[config.mk]
export PLATFORM = sky130hd
export DESIGN_NAME = uart_tx_sched
export DESIGN_NICKNAME = d
export VERILOG_FILES = /design/src/rtl/uart_tx_sched.sv
export SDC_FILE = /design/constraint.sdc
export NUM_CORES = 1
export LEC_CHECK = 0
export CORE_MARGIN = 4
export CORE_UTILIZATION = 44
export CTS_BUF_LIST = sky130_fd_sc_hd__clkbuf_2 sky130_fd_sc_hd__clkbuf_4 sky130_fd_sc_hd__clkbuf_8
export DETAILED_ROUTE_END_ITERATION = 16
export GPL_ROUTABILITY_DRIVEN = 0
export PLACE_DENSITY_LB_ADDON = 0.2
export SYNTH_ARGS = -nofsm -noshare
export SYNTH_HDL_FRONTEND = slang
export SYNTH_SLANG_ARGS = --single-unit
[constraint.sdc]
create_clock -name clk_i -period 2.8 [get_ports clk_i]
set_clock_uncertainty 0.2 [all_clocks]
set_input_delay 0.56 -clock clk_i [delete_from_list [all_inputs] [get_ports clk_i]]
set_output_delay 0.56 -clock clk_i [all_outputs]
set_load 0.01 [all_outputs]
[src/rtl/uart_tx_sched.sv]
// uart_tx_sched: round-robin sharing of one uart_send transmitter between N_REQ byte producers; define UART_SCHED_PRIO0_EN to give requester 0 strict priority
module uart_tx_sched #(
  parameter int N_REQ   = 4,
  parameter int IDW     = 3,
  parameter int BUSY_TO = 4
) (
  input  logic               clk_i,
  input  logic               rst_i,
  input  logic [N_REQ-1:0]   req_valid_i,
  input  logic [8*N_REQ-1:0] req_data_i,
  output logic [N_REQ-1:0]   req_ready_o,
  output logic               uart_en_o,
  output logic [7:0]         uart_din_o,
  input  logic               uart_busy_i,
  output logic [IDW-1:0]     grant_id_o,
  output logic               sched_busy_o,
  output logic               err_o
);
  typedef enum logic [1:0] {IDLE, LAUNCH, WAIT_BUSY, WAIT_DONE} state_t;
  state_t state_q, state_d;
  logic [IDW-1:0] rr_ptr_q, rr_ptr_d, gid_q, gid_d, g, g_next;
  logic [7:0] din_q, din_d;
  logic [3:0] cnt_q, cnt_d;
  logic [2*N_REQ-1:0] rot;
  always_comb begin
    g = '0;
    rot = {req_valid_i, req_valid_i} >> rr_ptr_q;
    for (int k = N_REQ-1; k >= 0; k--)
      if (rot[k]) g = IDW'((int'(rr_ptr_q) + k) % N_REQ);
`ifdef UART_SCHED_PRIO0_EN
    if (req_valid_i[0]) g = '0;
`endif
    g_next = (int'(g) == N_REQ-1) ? '0 : g + 1'b1;
  end
  always_comb begin
    state_d = state_q;
    rr_ptr_d = rr_ptr_q;
    gid_d = gid_q;
    din_d = din_q;
    cnt_d = cnt_q;
    req_ready_o = '0;
    uart_en_o = 1'b0;
    err_o = 1'b0;
    case (state_q)
      IDLE: if (|req_valid_i && !uart_busy_i) begin
        req_ready_o = N_REQ'(1) << g;
        din_d = 8'(req_data_i >> {g, 3'd0});
        gid_d = g;
`ifdef UART_SCHED_PRIO0_EN
        rr_ptr_d = req_valid_i[0] ? rr_ptr_q : g_next;
`else
        rr_ptr_d = g_next;
`endif
        state_d = LAUNCH;
      end
      LAUNCH: begin
        uart_en_o = 1'b1;
        cnt_d = '0;
        state_d = WAIT_BUSY;
      end
      WAIT_BUSY: if (uart_busy_i) state_d = WAIT_DONE;
        else if (int'(cnt_q) == BUSY_TO-1) begin
          err_o = 1'b1;
          state_d = IDLE;
        end
        else cnt_d = cnt_q + 1'b1;
      default: if (!uart_busy_i) state_d = IDLE;
    endcase
  end
  always_ff @(posedge clk_i)
    if (rst_i) begin
      state_q <= IDLE;
      rr_ptr_q <= '0;
      gid_q <= '0;
      din_q <= '0;
      cnt_q <= '0;
    end else begin
      state_q <= state_d;
      rr_ptr_q <= rr_ptr_d;
      gid_q <= gid_d;
      din_q <= din_d;
      cnt_q <= cnt_d;
    end
  assign uart_din_o = din_q;
  assign grant_id_o = gid_q;
  assign sched_busy_o = state_q != IDLE;
endmodule

==> flow_summary.yaml, run 1 <==
outcome:
  status: "completed"
worst_setup_path:
  slowest_stage: "sky130_fd_sc_hd__clkdlybuf4s15_1"
  critical_path.top_delay_family: "buffers and inverters"
  critPathBufInv: 3
  critPathLaunchType: "input pin"
  critical_path.cell_chain: "clkdlybuf4s15_1 > mux2i_1 > nor2_2 > nor3_4 > buf_4 > ha_1 > and2_1 > dlygate4sd2_1"
  worstRegToRegCells: 7
  kind_of_capture_point_of_the_worst_setup_path: "output port"
  required_ns: 2.04
  cp_num_cells: 8
  critical_path_arrival_ns: 1.97
  critical_path_peak_fanout: 5
  timing_worst_setup_path_type: "in -> out"
  worst_path_largest_cell_delay_ns: 0.30
clock_tree:
  cts_inserted_buffers: 3
  cts_tree: "yes"
  clk_pin_slew_worst_paths_ns: 0.10
  clk_path_buf_depth: 2
  root_buffer: "sky130_fd_sc_hd__clkbuf_4"
  cts_hold_buf: 0
  clock_latency_ns: 0.28
  tritoncts_num_sinks: 18
  htree_num_levels: 1
floorplan:
  die_x_um: 58.5
  fp-row-count: 18
  io_pins: 57
  coreArea_um2: 2450
  initial_utilization_pct: 45.7
  die_area_um2: 3420
  dieHeight_um: 58.5
timing:
  layout_min_cycle_time_ns: 2.73
  hold-worst-slack_ns: 0.262
  timing_hold_violations_final: 0
  final_cycle_utilization_of_the_critical_path_pct: 97.4
  maxClockFrequency_mhz: 367
  timing.final.max_slew_violations: 0
  report.final.setup_viol: 0
global_route:
  pin_count_of_the_biggest_net_entering_global_routing: 19
  globalRoute.busiestLayer: "met2"
  grt_pass1_wl_um: 5380
  groute.layer.met1.usage_pct: 23.1
  grt.met2_usage_pct: 37.6
  grt_overflow: 0
  groute.layer.met3.usage_pct: 2.85
  gr-usage-all-layers_pct: 20.2
  grt_pass1_vias: 1187
  grt_antenna_before_repair: 0
synth:
  ys.warnings.count: 0
  synthDistinctLibCells: 38
  synth_area_per_cell_um2: 9.12
  synth-seq-area-share_pct: 32.1
  number_of_enable_type_register_cells_in_the_synthesized_netlist: 0
  synth_seq_cells: 18
  syn_nets: 164
  syn_area_um2: 1120
  synth_cells: 123
  synth-async-reset-ratio_pct: 0
  postSynth.topFlopCell: "sky130_fd_sc_hd__dfxtp_1"
pwr:
  vdd.ir_drop.worst_mv: 0.301
  power.switching_fraction_pct: 29.7
  p_switching_w: 0.000224
  power_dens_cells_nw_per_um2: 410
  cell_internal_pwr_w: 0.000529
  power.sequential.fraction_pct: 39.6
  power.clock.fraction_pct: 20.9
  cellLeakagePower_nw: 0.727
  part_of_the_total_power_dissipated_in_combinational_logic_pct: 39.5
finish:
  area.growth.synth_to_final_pct: 63.4
  finish.utilization_pct: 74.7
  layout_commonest_cell: "sky130_fd_sc_hd__clkdlybuf4s50_1"
  antenna-diode-count: 0
  fin_nets: 229
  most-common-layout-cells: "sky130_fd_sc_hd__clkdlybuf4s50_1, sky130_fd_sc_hd__dfxtp_1, sky130_fd_sc_hd__mux2i_1"
  final.fill_count: 184
  drive_gt1_share_pct: 19.8
hold_path:
  hold_path_class: "reg -> reg"
  holdPathStages: 2
routing:
  via_per_inst: 5.25
  total_via_count_in_the_routed_design: 1140
  totalWireLength_um: 3410
  drt-pass1-iter-count: 4
  dr.first_iter.drc_count: 19
  post-route-drc-count: 0
  postRouteAntennaNets: 0
  wl_per_cell_um: 15.7
place:
  hpwlAfterDp_um: 2620
  placement.io_buffers: 55
job:
  max_cap_viol_count: 0
[registers in the layout, summed over array words and instances, names as in the netlist]
register	flops
cnt_q	4
rr_ptr_q	2
uart_din_o	8
state_q	2
grant_id_o	2
[worst reg2reg max path: stages, from the launching register on]
cell	delay, ns
sky130_fd_sc_hd__dfxtp_1	0.41
sky130_fd_sc_hd__nor2_4	0.15
sky130_fd_sc_hd__inv_2	0.06
sky130_fd_sc_hd__or3_4	0.40
sky130_fd_sc_hd__buf_4	0.19
sky130_fd_sc_hd__nor2_4	0.10
sky130_fd_sc_hd__nand2b_1	0.23
sky130_fd_sc_hd__o221ai_1	0.25
[stage by stage]
step                TNS [ns]  worst slack, ns  power, W  instances  cell area, um2
floorplan                  0            0.474  0.000445        123            1120
global placement       -1.21           -0.298  0.000582        211            1750
detailed placement     -1.43           -0.368  0.000591        211            1750
CTS                        0          0.00730  0.000757        217            1820
global route         -0.0473          -0.0473  0.000800        217            1830
finish                     0           0.0735  0.000753        217            1830
[metal layers]
| metal | vias up | share of wire [%] |
|---|---|---|
| met5 | - | 0 |
| met4 | 0 | 1.7 |
| met3 | 6 | 4.3 |
| met2 | 25 | 54 |
| met1 | 532 | 40 |
| li1 | 577 | - |
[synthesized netlist by cell type, drive strengths merged (2+ instances only)]
library cell | number | area share, %
a21oi | 11 | 5.2
nand2b | 3 | 1.7
nand2 | 13 | 4.6
ha | 2 | 2.2
dfxtp | 18 | 32
nor3 | 3 | 2.3
o221ai | 8 | 7.9
nor3b | 3 | 2.0
nand3 | 2 | 0.89
clkbuf | 2 | 0.67
nand3b | 9 | 6.0
buf | 6 | 4.0
mux2i | 17 | 15
nor2 | 8 | 4.2
inv | 4 | 1.3
[cell type report]
| type | count | area [um2] | share of cell area [%] |
|---|---|---|---|
| Inverter | 4 | 15.0 | 0.819 |
| Clock buffer | 4 | 36.3 | 1.98 |
| Sequential cell | 18 | 360 | 19.6 |
| Timing Repair Buffer | 68 | 642 | 35.0 |
| Multi-Input combinational cell | 93 | 743 | 40.5 |
| Tap cell | 30 | 37.5 | 2.05 |
[cell families after synthesis]
logic type               Yosys count  share of synthesized area [%]
flip-flops                        18                           32.1
other                              1                          0.334
buffers and inverters             12                           6.02
adder cells (fa/ha/maj)            2                           2.23
AO/OA/AOI/OAI                     24                           16.7
multiplexers                      18                           16.5
AND/OR/NAND/NOR                   48                           26.1
[final timing paths]
kind,startpoint,to,slack (ns)
hold reg to reg,grant_id_o[1],grant_id_o[1],0.26
hold / removal,grant_id_o[1],grant_id_o[1],0.26
setup reg to reg,state_q[1],uart_din_o[5],0.73
setup / recovery,req_valid_i[2],req_ready_o[3],0.07
[repair_timing]
action | 4_1_cts | 5_1_grt
gates resized for setup | 14 | 5
buffers inserted | 2 | 0
pin swaps | 4 | 0
setup endpoints to repair | 5 | 3
endpoints found under the hold margin | 0 | 0
[power by group through the flow]
stage               sequential (W)  combinational (W)  clock, W
floorplan                 0.000309           0.000136         0
finish                    0.000298           0.000298  0.000157
CTS                       0.000298           0.000295  0.000164
global route              0.000301           0.000322  0.000177
detailed placement        0.000303           0.000288         0
global placement          0.000301           0.000281         0
(Power assumes the default switching activity.)
==> run 2: changes to the inputs <==
Settings changed: ABC_AREA set to 1, CORE_UTILIZATION 44 to 45.
==> run 2 against run 1 <==
  * First-iteration DRC count rose to 5.4 times the previous value
  * Sequential power up 11%
  * Synthesized cell count up 88%
  * Routed wire length up 9.7%
==> flow_summary.yaml, run 2 <==
outcome:
  status: "completed"
floorplan:
  io_pins: 57
  die_x_um: 63.6
  fp-row-count: 19
  die_area_um2: 4050
  coreArea_um2: 2850
  initial_utilization_pct: 48.8
  dieHeight_um: 63.6
job:
  max_cap_viol_count: 0
worst_setup_path:
  kind_of_capture_point_of_the_worst_setup_path: "output port"
  timing_worst_setup_path_type: "in -> out"
  cp-endpoint: "req_ready_o[1]"
  critical_path_peak_fanout: 4
  reg2reg_from: "rr_ptr_q[0]"
  worstRegToRegCells: 13
  critical_path_arrival_ns: 1.97
  setup.worst_path.start: "uart_busy_i"
  rrSetupSlack_ns: 0.78
  regToRegEndpoint: "uart_din_o[0]"
  critPathLaunchType: "input pin"
  required_ns: 2.04
synth:
  synth-seq-area-share_pct: 25.9
  postSynth.topFlopCell: "sky130_fd_sc_hd__dfxtp_1"
  synth_cells: 231
  synthDistinctLibCells: 32
  synth_top_cells_by_count: "sky130_fd_sc_hd__nand2_1, sky130_fd_sc_hd__inv_1, sky130_fd_sc_hd__nand3_1, sky130_fd_sc_hd__dfxtp_1, sky130_fd_sc_hd__nor2_1"
  synth_seq_cells: 18
  synth_area_per_cell_um2: 6.02
  yosys.cell_count.top_type: "sky130_fd_sc_hd__nand2_1"
  yosysTopAreaCellShare_pct: 25.9
  ys.warnings.count: 0
  synth-async-reset-ratio_pct: 0
  syn_area_um2: 1390
  number_of_enable_type_register_cells_in_the_synthesized_netlist: 0
  leading_area_contributor_after_synthesis: "sky130_fd_sc_hd__dfxtp_1"
  syn_nets: 272
  synth_top_cells_by_area: "sky130_fd_sc_hd__dfxtp_1, sky130_fd_sc_hd__nand3_1, sky130_fd_sc_hd__nand2_1"
clock_tree:
  clock_latency_ns: 0.29
  clk_path_buf_depth: 2
  htree_num_levels: 1
  cts_hold_buf: 0
  root_buffer: "sky130_fd_sc_hd__clkbuf_4"
  tritoncts_num_sinks: 18
  cts_tree: "yes"
  clk_pin_slew_worst_paths_ns: 0.10
  cts_inserted_buffers: 3
routing:
  drt-pass1-iter-count: 4
  post-route-drc-count: 0
  dr.first_iter.drc_count: 102
  total_via_count_in_the_routed_design: 1637
  postRouteAntennaNets: 0
  wl_per_cell_um: 11.4
  totalWireLength_um: 3750
  via_per_inst: 4.98
global_route:
  grt_pass1_vias: 1509
  pin_count_of_the_biggest_net_entering_global_routing: 20
  grt_overflow: 0
  grt_antenna_before_repair: 0
  grt_pass1_wl_um: 6340
  gr-usage-all-layers_pct: 18.9
finish:
  final.fill_count: 250
  finish.utilization_pct: 73.4
  fin_nets: 340
  drive_gt1_share_pct: 16.1
  most-common-layout-cells: "sky130_fd_sc_hd__nand2_1, sky130_fd_sc_hd__clkdlybuf4s50_1, sky130_fd_sc_hd__inv_1"
  area.growth.synth_to_final_pct: 50.4
  largest_register_ff_count: 8
  final_area_um2: 2090
  antenna-diode-count: 0
place:
  dpl-instance-area_um2: 2030
  placement.io_buffers: 55
  hpwlAfterDp_um: 2900
pwr:
  vdd.ir_drop.worst_mv: 0.414
  cellLeakagePower_nw: 1.06
  post-layout-total-power_w: 0.00128
  power_dens_cells_nw_per_um2: 610
timing:
  layout_min_cycle_time_ns: 2.73
  totalNegativeSetupSlack_ns: 0
  maxClockFrequency_mhz: 366
  timing.final.max_slew_violations: 0
  timing_hold_violations_final: 0
  final_cycle_utilization_of_the_critical_path_pct: 97.6
  report.final.setup_viol: 0
  hold-worst-slack_ns: 0.324
  rsz_0062_raised_after_global_routing: "yes"
hold_path:
  holdPathStages: 2
  hold_path_class: "reg -> reg"
  hp-start: "cnt_q[1]"
==> run 2: cell types whose count changed in the layout (fill, tap and decap cells not counted), moves of 4 or more <==
cell | previous run | this run
sky130_fd_sc_hd__nand2_2 | 1 | 7
sky130_fd_sc_hd__nand2_1 | 12 | 47
sky130_fd_sc_hd__a21oi_1 | 8 | 4
sky130_fd_sc_hd__nor2_1 | 4 | 17
sky130_fd_sc_hd__nand3_1 | 2 | 39
sky130_fd_sc_hd__mux2i_1 | 17 | 0
sky130_fd_sc_hd__inv_1 | 3 | 43
sky130_fd_sc_hd__inv_2 | 1 | 5
sky130_fd_sc_hd__o21ai_0 | 0 | 6
sky130_fd_sc_hd__nand3b_1 | 9 | 0
sky130_fd_sc_hd__o221ai_1 | 5 | 0
sky130_fd_sc_hd__o21a_1 | 0 | 8
==> run 2: layout make-up <==
| cell class | count | area [um2] | area share (%) |
|---|---|---|---|
| clock buffers | 4 | 36.3 | 1.73 |
| inverters | 50 | 190 | 9.09 |
| multi-input cells | 156 | 820 | 39.2 |
| flip-flops and latches | 18 | 364 | 17.4 |
| well taps | 31 | 38.8 | 1.85 |
| repair buffers | 70 | 644 | 30.8 |
==> run 2: critical path: stages <==
cell and delay, ns:
sky130_fd_sc_hd__clkdlybuf4s50_1 0.44, sky130_fd_sc_hd__a41oi_1 0.29, sky130_fd_sc_hd__nand2_2 0.16, sky130_fd_sc_hd__clkinv_1 0.09, sky130_fd_sc_hd__nand2_1 0.08, sky130_fd_sc_hd__nor2_2 0.12
sky130_fd_sc_hd__clkdlybuf4s15_2 0.24
==> run 2: timing repair <==
action | 4_1_cts | 5_1_grt
setup endpoints to repair | 4 | 4
pin swaps | 4 | 2
buffers inserted | 1 | 0
resized for setup | 26 | 5
==> run 2: worst min path at each step <==
stage	end
finish	cnt_q[1]
global route	cnt_q[0]
CTS	cnt_q[0]
detailed placement	cnt_q[0]
global placement	cnt_q[3]
floorplan	cnt_q[0]
==> run 2: metal layers <==
layer	GRT usage, %	up-vias	part of all wire (%)
met1	21.4	733	42
met3	5.86	6	6.0
li1	-	858	-
met4	1.89	0	0.88
met2	35.3	40	51
met5	0	-	0
==> run 2: metrics by stage <==
| stage | instances | setup slack, ns |
|---|---|---|
| global placement | 324 | -0.460 |
| global route | 329 | -0.0160 |
| finish | 329 | 0.0673 |
| detailed placement | 324 | -0.510 |
| floorplan | 231 | 0.452 |
| CTS | 329 | 0.0349 |
==> run 2: power breakdown <==
group	total (W)	switching, W	internal [W]
Clock	0.000158	0.0000790	0.0000791
Sequential	0.000331	0.0000329	0.000298
Combinational	0.000788	0.000428	0.000359
==> run 2: kinds of logic after synthesis <==
group | Yosys count | synth area share, %
compound gates | 21 | 9.53
xor+xnor | 1 | 0.630
flops | 18 | 25.9
simple gates | 131 | 44.5
buf+inv | 57 | 17.4
fa+ha+maj | 2 | 1.80
other cells | 1 | 0.270
